[src/rtl/dmem_access_ctrl_pkg.sv]
// Shared definitions for the data-memory access controller: width codes,
// controller state encoding, MMIO window base and the alignment rule.
package dmem_access_ctrl_pkg;

  localparam logic [2:0] F3_LB  = 3'b000;
  localparam logic [2:0] F3_LH  = 3'b001;
  localparam logic [2:0] F3_LW  = 3'b010;
  localparam logic [2:0] F3_LBU = 3'b100;
  localparam logic [2:0] F3_LHU = 3'b101;
  localparam logic [2:0] F3_SB  = 3'b000;
  localparam logic [2:0] F3_SH  = 3'b001;
  localparam logic [2:0] F3_SW  = 3'b010;

  localparam logic [31:0] DEFAULT_MMIO_BASE = 32'h8000_0000;

  typedef enum logic [1:0] {
    ST_IDLE      = 2'd0,
    ST_BRAM_RD   = 2'd1,
    ST_MMIO_WAIT = 2'd2
  } dmem_state_e;

  // Halfwords need an even address, words a 4-byte aligned one; bytes never trap.
  function automatic logic is_misaligned(input logic [2:0] f3, input logic [1:0] off);
    logic mis_v;
    case (f3[1:0])
      2'b01:   mis_v = off[0];
      2'b10:   mis_v = (off != 2'b00);
      default: mis_v = 1'b0;
    endcase
    return mis_v;
  endfunction

endpackage

[src/rtl/dmem_access_ctrl_timeout_ctr.sv]
// Wait-cycle counter for MMIO handshakes: clear, enable and a terminal flag
// that is raised on the last permitted wait cycle.
module mmio_timeout_ctr #(
  parameter int TERMINAL = 254
) (
  input  logic clk,
  input  logic rst,
  input  logic clr,
  input  logic en,
  output logic term
);

  localparam int CW = (TERMINAL < 1) ? 1 : $clog2(TERMINAL + 1);

  logic [CW-1:0] cnt_r;

  // Count enabled wait cycles; any cycle outside a wait restarts from zero.
  always_ff @(posedge clk) begin
    if (rst) begin
      cnt_r <= {CW{1'b0}};
    end else if (clr) begin
      cnt_r <= {CW{1'b0}};
    end else if (en) begin
      cnt_r <= cnt_r + {{(CW-1){1'b0}}, 1'b1};
    end else begin
      cnt_r <= cnt_r;
    end
  end

  assign term = en & (cnt_r == CW'(TERMINAL));

endmodule

[src/rtl/dmem_access_ctrl.sv]
// MEM-stage data port controller: single-cycle BRAM port-B accesses, stalled
// MMIO handshakes with timeout, raw load word return and misalignment flag.
module dmem_access_ctrl
  import dmem_access_ctrl_pkg::*;
#(
  parameter int          DMEM_AW      = 12,
  parameter logic [31:0] MMIO_BASE    = DEFAULT_MMIO_BASE,
  parameter int          MMIO_TIMEOUT = 255
) (
  input  logic               clk,
  input  logic               rst,
  input  logic               mem_read,
  input  logic               mem_write,
  input  logic [31:0]        addr,
  input  logic [2:0]         funct3,
  input  logic [3:0]         web_in,
  input  logic [31:0]        dib_in,
  output logic               enb,
  output logic [3:0]         web,
  output logic [DMEM_AW-1:0] addrb,
  output logic [31:0]        dib,
  input  logic [31:0]        doutb,
  output logic               mmio_valid,
  output logic [3:0]         mmio_we,
  output logic [31:0]        mmio_addr,
  output logic [31:0]        mmio_wdata,
  input  logic [31:0]        mmio_rdata,
  input  logic               mmio_ready,
  output logic               stall,
  output logic [31:0]        DMEM_word,
  output logic [1:0]         byte_offset_q,
  output logic [2:0]         funct3_q,
  output logic               rd_valid,
  output logic               misaligned,
  output logic               bus_err
);

  dmem_state_e state_r;
  logic        cmpl_r;
  logic        mmio_rd_r;
  logic        mmio_rdv_r;
  logic        bus_err_r;
  logic        mmio_valid_r;
  logic [3:0]  mmio_we_r;
  logic [31:0] mmio_addr_r;
  logic [31:0] mmio_wdata_r;
  logic [31:0] word_r;
  logic [1:0]  boff_r;
  logic [2:0]  f3_r;

  logic req_s, mmio_s, mis_s, go_s, bram_go_s, bram_wr_s;
  logic wait_s, rd_s, term_s;

  // The cycle after an MMIO completion the finished instruction is still in
  // MEM with its request held, so cmpl_r keeps it from being issued twice.
  assign req_s     = ~rst & (state_r == ST_IDLE) & ~cmpl_r & (mem_read | mem_write);
  assign mmio_s    = (addr >= MMIO_BASE);
  assign mis_s     = is_misaligned(funct3, addr[1:0]);
  assign go_s      = req_s & ~mis_s;
  assign bram_go_s = go_s & ~mmio_s;
  assign bram_wr_s = bram_go_s & mem_write;
  assign wait_s    = ~rst & (state_r == ST_MMIO_WAIT);
  assign rd_s      = ~rst & (state_r == ST_BRAM_RD);

  assign enb   = bram_go_s;
  assign web   = bram_wr_s ? web_in : 4'h0;
  assign dib   = bram_wr_s ? dib_in : 32'h0;
  assign addrb = bram_go_s ? addr[DMEM_AW+1:2] : {DMEM_AW{1'b0}};

  assign stall      = (go_s & (mmio_s | ~mem_write)) | wait_s;
  assign misaligned = req_s & mis_s;

  assign DMEM_word     = rst ? 32'h0 : (rd_s ? doutb : word_r);
  assign rd_valid      = rd_s | mmio_rdv_r;
  assign byte_offset_q = boff_r;
  assign funct3_q      = f3_r;
  assign bus_err       = bus_err_r;

  assign mmio_valid = mmio_valid_r;
  assign mmio_we    = mmio_we_r;
  assign mmio_addr  = mmio_addr_r;
  assign mmio_wdata = mmio_wdata_r;

  mmio_timeout_ctr #(
    .TERMINAL (MMIO_TIMEOUT - 1)
  ) u_timeout (
    .clk  (clk),
    .rst  (rst),
    .clr  (state_r != ST_MMIO_WAIT),
    .en   (state_r == ST_MMIO_WAIT),
    .term (term_s)
  );

  // Access sequencing: state, MMIO request registers and load result capture.
  always_ff @(posedge clk) begin
    if (rst) begin
      state_r      <= ST_IDLE;
      cmpl_r       <= 1'b0;
      mmio_rd_r    <= 1'b0;
      mmio_rdv_r   <= 1'b0;
      bus_err_r    <= 1'b0;
      mmio_valid_r <= 1'b0;
      mmio_we_r    <= 4'h0;
      mmio_addr_r  <= 32'h0;
      mmio_wdata_r <= 32'h0;
      word_r       <= 32'h0;
      boff_r       <= 2'b00;
      f3_r         <= 3'b000;
    end else begin
      cmpl_r     <= 1'b0;
      mmio_rdv_r <= 1'b0;
      bus_err_r  <= 1'b0;
      case (state_r)
        ST_IDLE: begin
          if (go_s && mmio_s) begin
            state_r      <= ST_MMIO_WAIT;
            mmio_valid_r <= 1'b1;
            mmio_addr_r  <= addr;
            mmio_we_r    <= mem_write ? web_in : 4'h0;
            mmio_wdata_r <= mem_write ? dib_in : 32'h0;
            mmio_rd_r    <= ~mem_write;
            if (!mem_write) begin
              boff_r <= addr[1:0];
              f3_r   <= funct3;
            end
          end else if (go_s && !mem_write) begin
            state_r <= ST_BRAM_RD;
            boff_r  <= addr[1:0];
            f3_r    <= funct3;
          end else begin
            state_r <= ST_IDLE;
          end
        end
        ST_BRAM_RD: begin
          word_r  <= doutb;
          state_r <= ST_IDLE;
        end
        ST_MMIO_WAIT: begin
          // Ready takes priority over a timeout landing in the same cycle.
          if (mmio_ready) begin
            state_r      <= ST_IDLE;
            mmio_valid_r <= 1'b0;
            cmpl_r       <= 1'b1;
            if (mmio_rd_r) begin
              word_r     <= mmio_rdata;
              mmio_rdv_r <= 1'b1;
            end
          end else if (term_s) begin
            state_r      <= ST_IDLE;
            mmio_valid_r <= 1'b0;
            cmpl_r       <= 1'b1;
            bus_err_r    <= 1'b1;
            if (mmio_rd_r) begin
              word_r     <= 32'h0;
              mmio_rdv_r <= 1'b1;
            end
          end else begin
            state_r <= ST_MMIO_WAIT;
          end
        end
        default: state_r <= ST_IDLE;
      endcase
    end
  end

endmodule

[config.mk]
export PLATFORM = sky130hd
export DESIGN_NAME = dmem_access_ctrl
export DESIGN_NICKNAME = d
export VERILOG_FILES = /design/src/rtl/dmem_access_ctrl_pkg.sv /design/src/rtl/dmem_access_ctrl_timeout_ctr.sv /design/src/rtl/dmem_access_ctrl.sv
export SDC_FILE = /design/constraint.sdc
export NUM_CORES = 1
export LEC_CHECK = 0
export BUFFER_PORTS_ARGS = -buffer_cell sky130_fd_sc_hd__buf_2
export CAP_MARGIN = 25
export CELL_PAD_IN_SITES_DETAIL_PLACEMENT = 1
export CELL_PAD_IN_SITES_GLOBAL_PLACEMENT = 1
export CORE_ASPECT_RATIO = 0.7
export CORE_MARGIN = 2
export CORE_UTILIZATION = 33
export CTS_BUF_LIST = sky130_fd_sc_hd__clkbuf_2 sky130_fd_sc_hd__clkbuf_4 sky130_fd_sc_hd__clkbuf_8
export CTS_CLUSTER_SIZE = 12
export DETAILED_ROUTE_END_ITERATION = 8
export GPL_TIMING_DRIVEN = 0
export PLACE_DENSITY = 0.86
export SETUP_SLACK_MARGIN = 0.1
export SLEW_MARGIN = 40
export SYNTH_ARGS = -nofsm -noshare
export SYNTH_HDL_FRONTEND = slang
export SYNTH_SLANG_ARGS = --single-unit
[constraint.sdc]
create_clock -name clk -period 2.05 [get_ports clk]
set_input_delay 0.205 -clock clk [delete_from_list [all_inputs] [get_ports clk]]
set_output_delay 0.205 -clock clk [all_outputs]
set_load 0.01 [all_outputs]
==> flow_metrics.env, run 1 <==
export IMPL_multi_input_area_sq_um=3700
export IMPL_hpwl_mm=19.0
export IMPL_cp_startpoint="funct3[0]"
export IMPL_syn_area_per_cell_sq_um=7.67
export IMPL_ys_seq_area_share_pct=39.3
export IMPL_die_w_microns=167
export IMPL_initial_core_util_pct=33.8
export IMPL_syn_area_sq_um=6120
export IMPL_first_pass_iters=5
export IMPL_die_h_microns=118
export IMPL_grt_pass1_vias=7568
export IMPL_dieArea_sq_um=19700
export IMPL_vias=7634
export IMPL_setup_ws_ns=-0.0784
export IMPL_nNetsFinal=1304
export IMPL_syn_nets=941
export IMPL_cts_buffer_depth=2
export IMPL_vdd_drop_max_uv=292
export IMPL_cp_start_kind="input pin"
export IMPL_synthFlopType="dfxtp_1"
export IMPL_wl_mm=27.9
export IMPL_drv_cap=0
export IMPL_post_route_period_util_pct=104
export IMPL_max_clock_freq_ghz=0.470
export IMPL_area_delta_synth_final_pct=58.0
export IMPL_cellLeakagePower_nw=4.28
export IMPL_grt_max_degree=17
export IMPL_tns_ns=-2.21
export IMPL_synth_cell_types=40
export IMPL_async_flop_share_pct=0
export IMPL_path_max_fanout=10
export IMPL_cp_required_ns=1.85
export IMPL_core_area_sq_um=18100
export IMPL_rows=41
export IMPL_clockRootBuffer="clkbuf_8"
export IMPL_cts_tree="done"
export IMPL_cp_arrival_ns=1.92
export IMPL_tightest_slew_ns=0.598
export IMPL_relSlewSlack_pct=60.2
export IMPL_antenna_found_initial=1
export IMPL_whs_ns=0.0260
export IMPL_worstHoldStart="addr[18]"
export IMPL_ant_nets=0
export IMPL_hold_viol=0
export IMPL_yosys_warnings=0
export IMPL_wire_per_inst_microns=19.8
export IMPL_cp_end_kind="output pin"
export IMPL_cts_buffers=17
export IMPL_setup_violations_final=48
export IMPL_first_iter_violations=473
export IMPL_gp_congestion=0.827
export IMPL_io_pins=299
export IMPL_rsz0062_at_grt="yes"
export IMPL_port_buffers=297
export IMPL_clock_sinks=120
export IMPL_clk_pin_slew_ns=0.09
export IMPL_r2r_start="state_r[1]"
export IMPL_violations="negative setup slack"
export IMPL_grt_first_pass_wirelength_mm=40.7
export IMPL_finalCriticalPeriod_ns=2.13
export IMPL_avgViaCountPerCell=5.41
export IMPL_finalClockSkew_ns=0.0145
export IMPL_netlist_instances=797
export IMPL_hold_path_class="in -> reg"
export IMPL_ys_ff_latch=120
export IMPL_clk_latency_ns=0.44
export IMPL_drv_slew=0
export IMPL_regArea_sq_um=2410
export IMPL_drc_errors=0
export IMPL_htreeDepth=4
export IMPL_drive_gt1_share_pct=42.6
export IMPL_overflow=0
export IMPL_path_class="in -> out"
export IMPL_nFillCells=2295
export IMPL_grt_total_usage_pct=25.9
export IMPL_synth_edf_count=0
export IMPL_finalPower_w=0.00601
export IMPL_p_per_area_nw_per_um2=622
export IMPL_outcome="finished with violations"
sequential cells by signal, indices dropped and copies added, names as in the netlist, 2 cells and up:
signal           cells
mmio_wdata          32
word_r              32
mmio_we              4
funct3_q             3
mmio_addr           32
byte_offset_q        2
u_timeout.cnt_r      8
state_r              2
report_power, final:
part	internal (W)	switching, W	total (W)	leakage (nW)
sequential	0.00240	0.0000372	0.00244	0.973
combinational	0.000532	0.000707	0.00124	3.10
clock	0.00126	0.00107	0.00233	0.206
kinds of logic after synthesis:
family,synth area share [%]
AND/OR/NAND/NOR,28.2
AO/OA/AOI/OAI,18.8
flip-flops,39.3
buffers and inverters,6.91
multiplexers,5.24
XOR/XNOR,0.716
adder cells (fa/ha/maj),0.818
layer usage:
metal | vias to the layer above | GRT usage, % | part of all wire [%]
met5 | - | 0 | 0
met4 | 0 | 7.49 | 2.4
met3 | 62 | 6.52 | 6.7
met2 | 327 | 42.5 | 47
met1 | 3719 | 33.6 | 44
li1 | 3526 | - | -
synthesized netlist by cell type (2+ instances only):
cell type | n | area [sq um]
nor2_1 | 42 | 158
buf_6 | 7 | 78.8
o21ai_0 | 75 | 375
buf_4 | 2 | 15.0
xor2_1 | 2 | 17.5
nand2_1 | 70 | 263
clkbuf_1 | 51 | 191
nand2b_1 | 35 | 219
nor3_4 | 2 | 32.5
inv_1 | 3 | 11.3
or3_1 | 35 | 219
ha_1 | 4 | 50.1
xnor2_1 | 3 | 26.3
dfxtp_1 | 120 | 2400
nand3_1 | 39 | 195
buf_1 | 7 | 26.3
nand4_1 | 36 | 225
and3_1 | 40 | 250
buf_2 | 19 | 95.1
and2_1 | 13 | 81.3
a21oi_1 | 142 | 711
mux2i_1 | 32 | 320
per-stage QoR:
stage                     std cells  util, %  worst slack (ns)  cell area, sq um
final                          1410     53.4           -0.0784              9660
after global routing           1410     53.4            -0.210              9660
after CTS                      1388     49.4            -0.183              8950
after detailed placement       1330     43.6            -0.391              7900
after global placement         1330     43.6            -0.322              7900
after floorplan                 797        -             0.302              6120
critical path, cell delays in order:
cell and delay, ns:
buf_2 0.11, inv_1 0.05, ha_1 0.21, o21ai_2 0.13, a21oi_1 0.12, buf_4 0.21
nor3_4 0.28, buf_6 0.18, buf_8 0.12, and3_1 0.16, buf_2 0.14
cell usage in the layout, fill, tap and decap left out, types with 23 or more instances in the layout:
| cell type | instances |
|---|---|
| mux2i_1 | 32 |
| and3_4 | 23 |
| nand4_1 | 36 |
| clkbuf_1 | 36 |
| dfxtp_1 | 118 |
| nand2b_1 | 35 |
| buf_6 | 49 |
| o21ai_0 | 73 |
| nor2_1 | 42 |
| nand2_1 | 46 |
| buf_2 | 278 |
| a21oi_1 | 118 |
| nand3_1 | 38 |
| or3_1 | 34 |
final timing paths:
| kind | endpoint | slack (ns) | cells past startpoint |
|---|---|---|---|
| worst max-delay path | dib[12] | -0.08 | 11 |
| worst min-delay path | mmio_addr[18] | 0.03 | 3 |
| worst max register to register | mmio_wdata[24] | 0.07 | 11 |
| worst min register to register | mmio_addr[29] | 0.48 | 2 |
timing repair:
action                                  CTS  global route
endpoints found under the hold margin    10             1
endpoints found under the setup margin   84           103
gates resized for setup                 105           123
pin swaps                                16            49
buffers inserted                         13            12
hold buffers                             10             1
gates cloned                              3             8
final cells by class:
type                       count  share of cell area [%]
multi-input combinational    587                    38.3
tap                          236                    3.06
clock buffer                  19                    2.64
clock inverter                13                    1.76
timing repair buffer         344                    22.4
buffer                        87                    6.71
sequential                   120                    24.9
inverter                       3                   0.117
antenna                        1                  0.0259
Note: power is estimated with default switching activity, not from simulation.
==> run 2: changes to the inputs <==
--- a/config.mk
+++ b/config.mk
@@ -11,12 +11,12 @@
 export CELL_PAD_IN_SITES_GLOBAL_PLACEMENT = 1
 export CORE_ASPECT_RATIO = 0.7
 export CORE_MARGIN = 2
-export CORE_UTILIZATION = 33
+export CORE_UTILIZATION = 35
 export CTS_BUF_LIST = sky130_fd_sc_hd__clkbuf_2 sky130_fd_sc_hd__clkbuf_4 sky130_fd_sc_hd__clkbuf_8
 export CTS_CLUSTER_SIZE = 12
 export DETAILED_ROUTE_END_ITERATION = 8
 export GPL_TIMING_DRIVEN = 0
-export PLACE_DENSITY = 0.86
+export PLACE_DENSITY = 0.9
 export SETUP_SLACK_MARGIN = 0.1
 export SLEW_MARGIN = 40
 export SYNTH_ARGS = -nofsm -noshare
==> constraint.sdc (replaced) <==
create_clock -name clk -period 2.7 [get_ports clk]
set_input_delay 0.27 -clock clk [delete_from_list [all_inputs] [get_ports clk]]
set_output_delay 0.27 -clock clk [all_outputs]
set_load 0.01 [all_outputs]
==> run 2 against run 1 <==
- the flow now finishes without violations
- sequential share of layout area increased by 4.1 points
- final cell count decreased by 4.0%
- first-iteration DRC count decreased by 8.2%
- combinational power decreased by 40%
- register-to-register slack improved by 0.81 ns
- worst hold slack improved by 0.074 ns
- sequential power decreased by 24%
- clock skew decreased by 0.0048 ns
- clock power decreased by 33%
- die area decreased by 5.6%
- wire length decreased by 13%
- sequential cell count unchanged
- critical path type is now reg -> out
- largest cell class unchanged
- largest power group unchanged
==> flow_metrics.env, run 2 (synthesized netlist as in run 1, its figures left out) <==
export IMPL_drv_slew=0
export IMPL_clk_pin_slew_ns=0.07
export IMPL_combPwrFrac_pct=17.9
export IMPL_cp_required_ns=2.43
export IMPL_avgViaCountPerCell=5.27
export IMPL_vias=7137
export IMPL_max_clock_freq_ghz=0.408
export IMPL_finalClockSkew_ns=0.00972
export IMPL_drv_cap=0
export IMPL_relSlewSlack_pct=57.3
export IMPL_first_pass_iters=5
export IMPL_gp_congestion=0.851
export IMPL_area_delta_synth_final_pct=35.2
export IMPL_clock_sinks=120
export IMPL_tns_ns=0
export IMPL_overflow=0
export IMPL_hold_path_class="in -> reg"
export IMPL_vdd_drop_max_uv=255
export IMPL_cts_tree="done"
export IMPL_most_common_layout_cells="315 x buf_2, 142 x a21oi_1, 120 x dfxtp_1"
export IMPL_r2r_start="state_r[0]"
export IMPL_critical_path_endpoint="DMEM_word[2]"
export IMPL_grt_first_pass_wirelength_mm=37.8
export IMPL_post_route_period_util_pct=90.7
export IMPL_final_common_cell="buf_2"
export IMPL_cp_arrival_ns=2.18
export IMPL_dieArea_sq_um=18600
export IMPL_clk_latency_ns=0.43
export IMPL_path_class="reg -> out"
export IMPL_p_int_w=0.00298
export IMPL_grt_total_usage_pct=25.8
export IMPL_cts_buffer_depth=2
export IMPL_cp_start_kind="flip-flop"
export IMPL_tightest_slew_ns=0.640
export IMPL_cellLeakagePower_nw=3.76
export IMPL_ant_nets=0
export IMPL_clockPowerShare_pct=37.5
export IMPL_rows=40
export IMPL_io_pins=299
export IMPL_p_switching_w=0.00117
export IMPL_grt_max_degree=17
export IMPL_outcome="complete, no violations"
export IMPL_drive_gt1_share_pct=33.1
export IMPL_cp_end_kind="output pin"
export IMPL_cp_startpoint="state_r[1]"
export IMPL_hold_viol=0
export IMPL_hpwl_mm=18.9
export IMPL_nFillCells=2273
export IMPL_reg2regPathDepth=6
export IMPL_switching_share_pct=28.3
export IMPL_rsz0062_at_grt="yes"
export IMPL_rrSetupSlack_ns=0.88
export IMPL_grt_pass1_vias=7179
export IMPL_setup_ws_ns=0.251
export IMPL_setup_violations_final=0
export IMPL_p_per_area_nw_per_um2=502
export IMPL_drc_errors=0
export IMPL_wl_mm=24.3
export IMPL_power_frac_seq_pct=44.6
export IMPL_finalCriticalPeriod_ns=2.45
export IMPL_nNetsFinal=1257
export IMPL_core_area_sq_um=17100
export IMPL_diodes=0
export IMPL_path_max_fanout=10
export IMPL_regToRegEndpoint="mmio_wdata[16]"
export IMPL_initial_core_util_pct=35.7
export IMPL_htreeDepth=4
export IMPL_cts_buffers=17
export IMPL_place_ws_ns=0.0876
export IMPL_port_buffers=297
export IMPL_die_h_microns=115
export IMPL_clockRootBuffer="clkbuf_8"
export IMPL_die_w_microns=162
export IMPL_first_iter_violations=434
export IMPL_antenna_found_initial=0
export IMPL_wire_per_inst_microns=18.0
run 2: stage by stage:
| stage | instances | power (W) | utilization [%] | hold WS, ns | area [sq um] |
|---|---|---|---|---|---|
| after CTS | 1355 | 0.00418 | 48.3 | 0.0712 | 8260 |
| after global placement | 1325 | 0.00260 | 46.1 | 0.442 | 7890 |
| final | 1354 | 0.00415 | 48.3 | 0.100 | 8270 |
| after global routing | 1354 | 0.00436 | 48.3 | 0.0644 | 8270 |
| after detailed placement | 1325 | 0.00263 | 46.1 | 0.451 | 7890 |
| after floorplan | 797 | 0.00228 | - | 0.349 | 6120 |
run 2: area by class of cell:
class                   instances  area [sq um]  area share [%]
clock buffers                  24           287            3.46
clock inverters                 5          75.1           0.908
multi-input cells             587          3290            39.8
flip-flops and latches        120          2400            29.0
inverters                       3          11.3           0.136
well taps                     231           289            3.49
plain buffers                  86           422            5.10
repair buffers                298          1490            18.1
run 2: layer usage:
metal	wire, microns	share of wire (%)	vias to the layer above	track usage, %
li1	-	-	3427	-
met1	11000	45	3437	33.8
met2	11400	47	246	43.1
met3	1620	6.7	27	6.34
met4	308	1.3	0	6.31
met5	0	0	-	0
run 2: worst min path at each step:
| stage | slack [ns] | end | from | depth (start not counted) |
|---|---|---|---|---|
| final | 0.10 | mmio_addr[15] | addr[15] | 3 |
| after global placement | 0.44 | u_timeout.cnt_r[0] | u_timeout.cnt_r[0] | 1 |
| after CTS | 0.07 | mmio_addr[15] | addr[15] | 3 |
| after detailed placement | 0.45 | u_timeout.cnt_r[0] | u_timeout.cnt_r[0] | 1 |
| after global routing | 0.06 | mmio_addr[22] | addr[22] | 3 |
| after floorplan | 0.35 | state_r[0] | addr[31] | 1 |
run 2: power by group through the flow:
| stage | combinational, W | sequential [W] | clock, W |
|---|---|---|---|
| floorplan | 0.000374 | 0.00191 | 0 |
| global placement | 0.000717 | 0.00189 | 0 |
| detailed placement | 0.000735 | 0.00189 | 0 |
| CTS | 0.000741 | 0.00185 | 0.00159 |
| global route | 0.000815 | 0.00186 | 0.00168 |
| finish | 0.000743 | 0.00185 | 0.00156 |
run 2: critical path, cell delays in order (launching register included):
cell and delay [ns]:
dfxtp_1 0.45, nand2b_1 0.13, buf_2 0.21, buf_1 0.43, nand2_1 0.11, a21oi_1 0.24
buf_2 0.18
run 2: what timing repair did:
action,CTS,global route
pin swaps,2,1
resized for setup,2,13
hold buffers,0,0
setup buffers,1,0
setup endpoints to repair,8,63
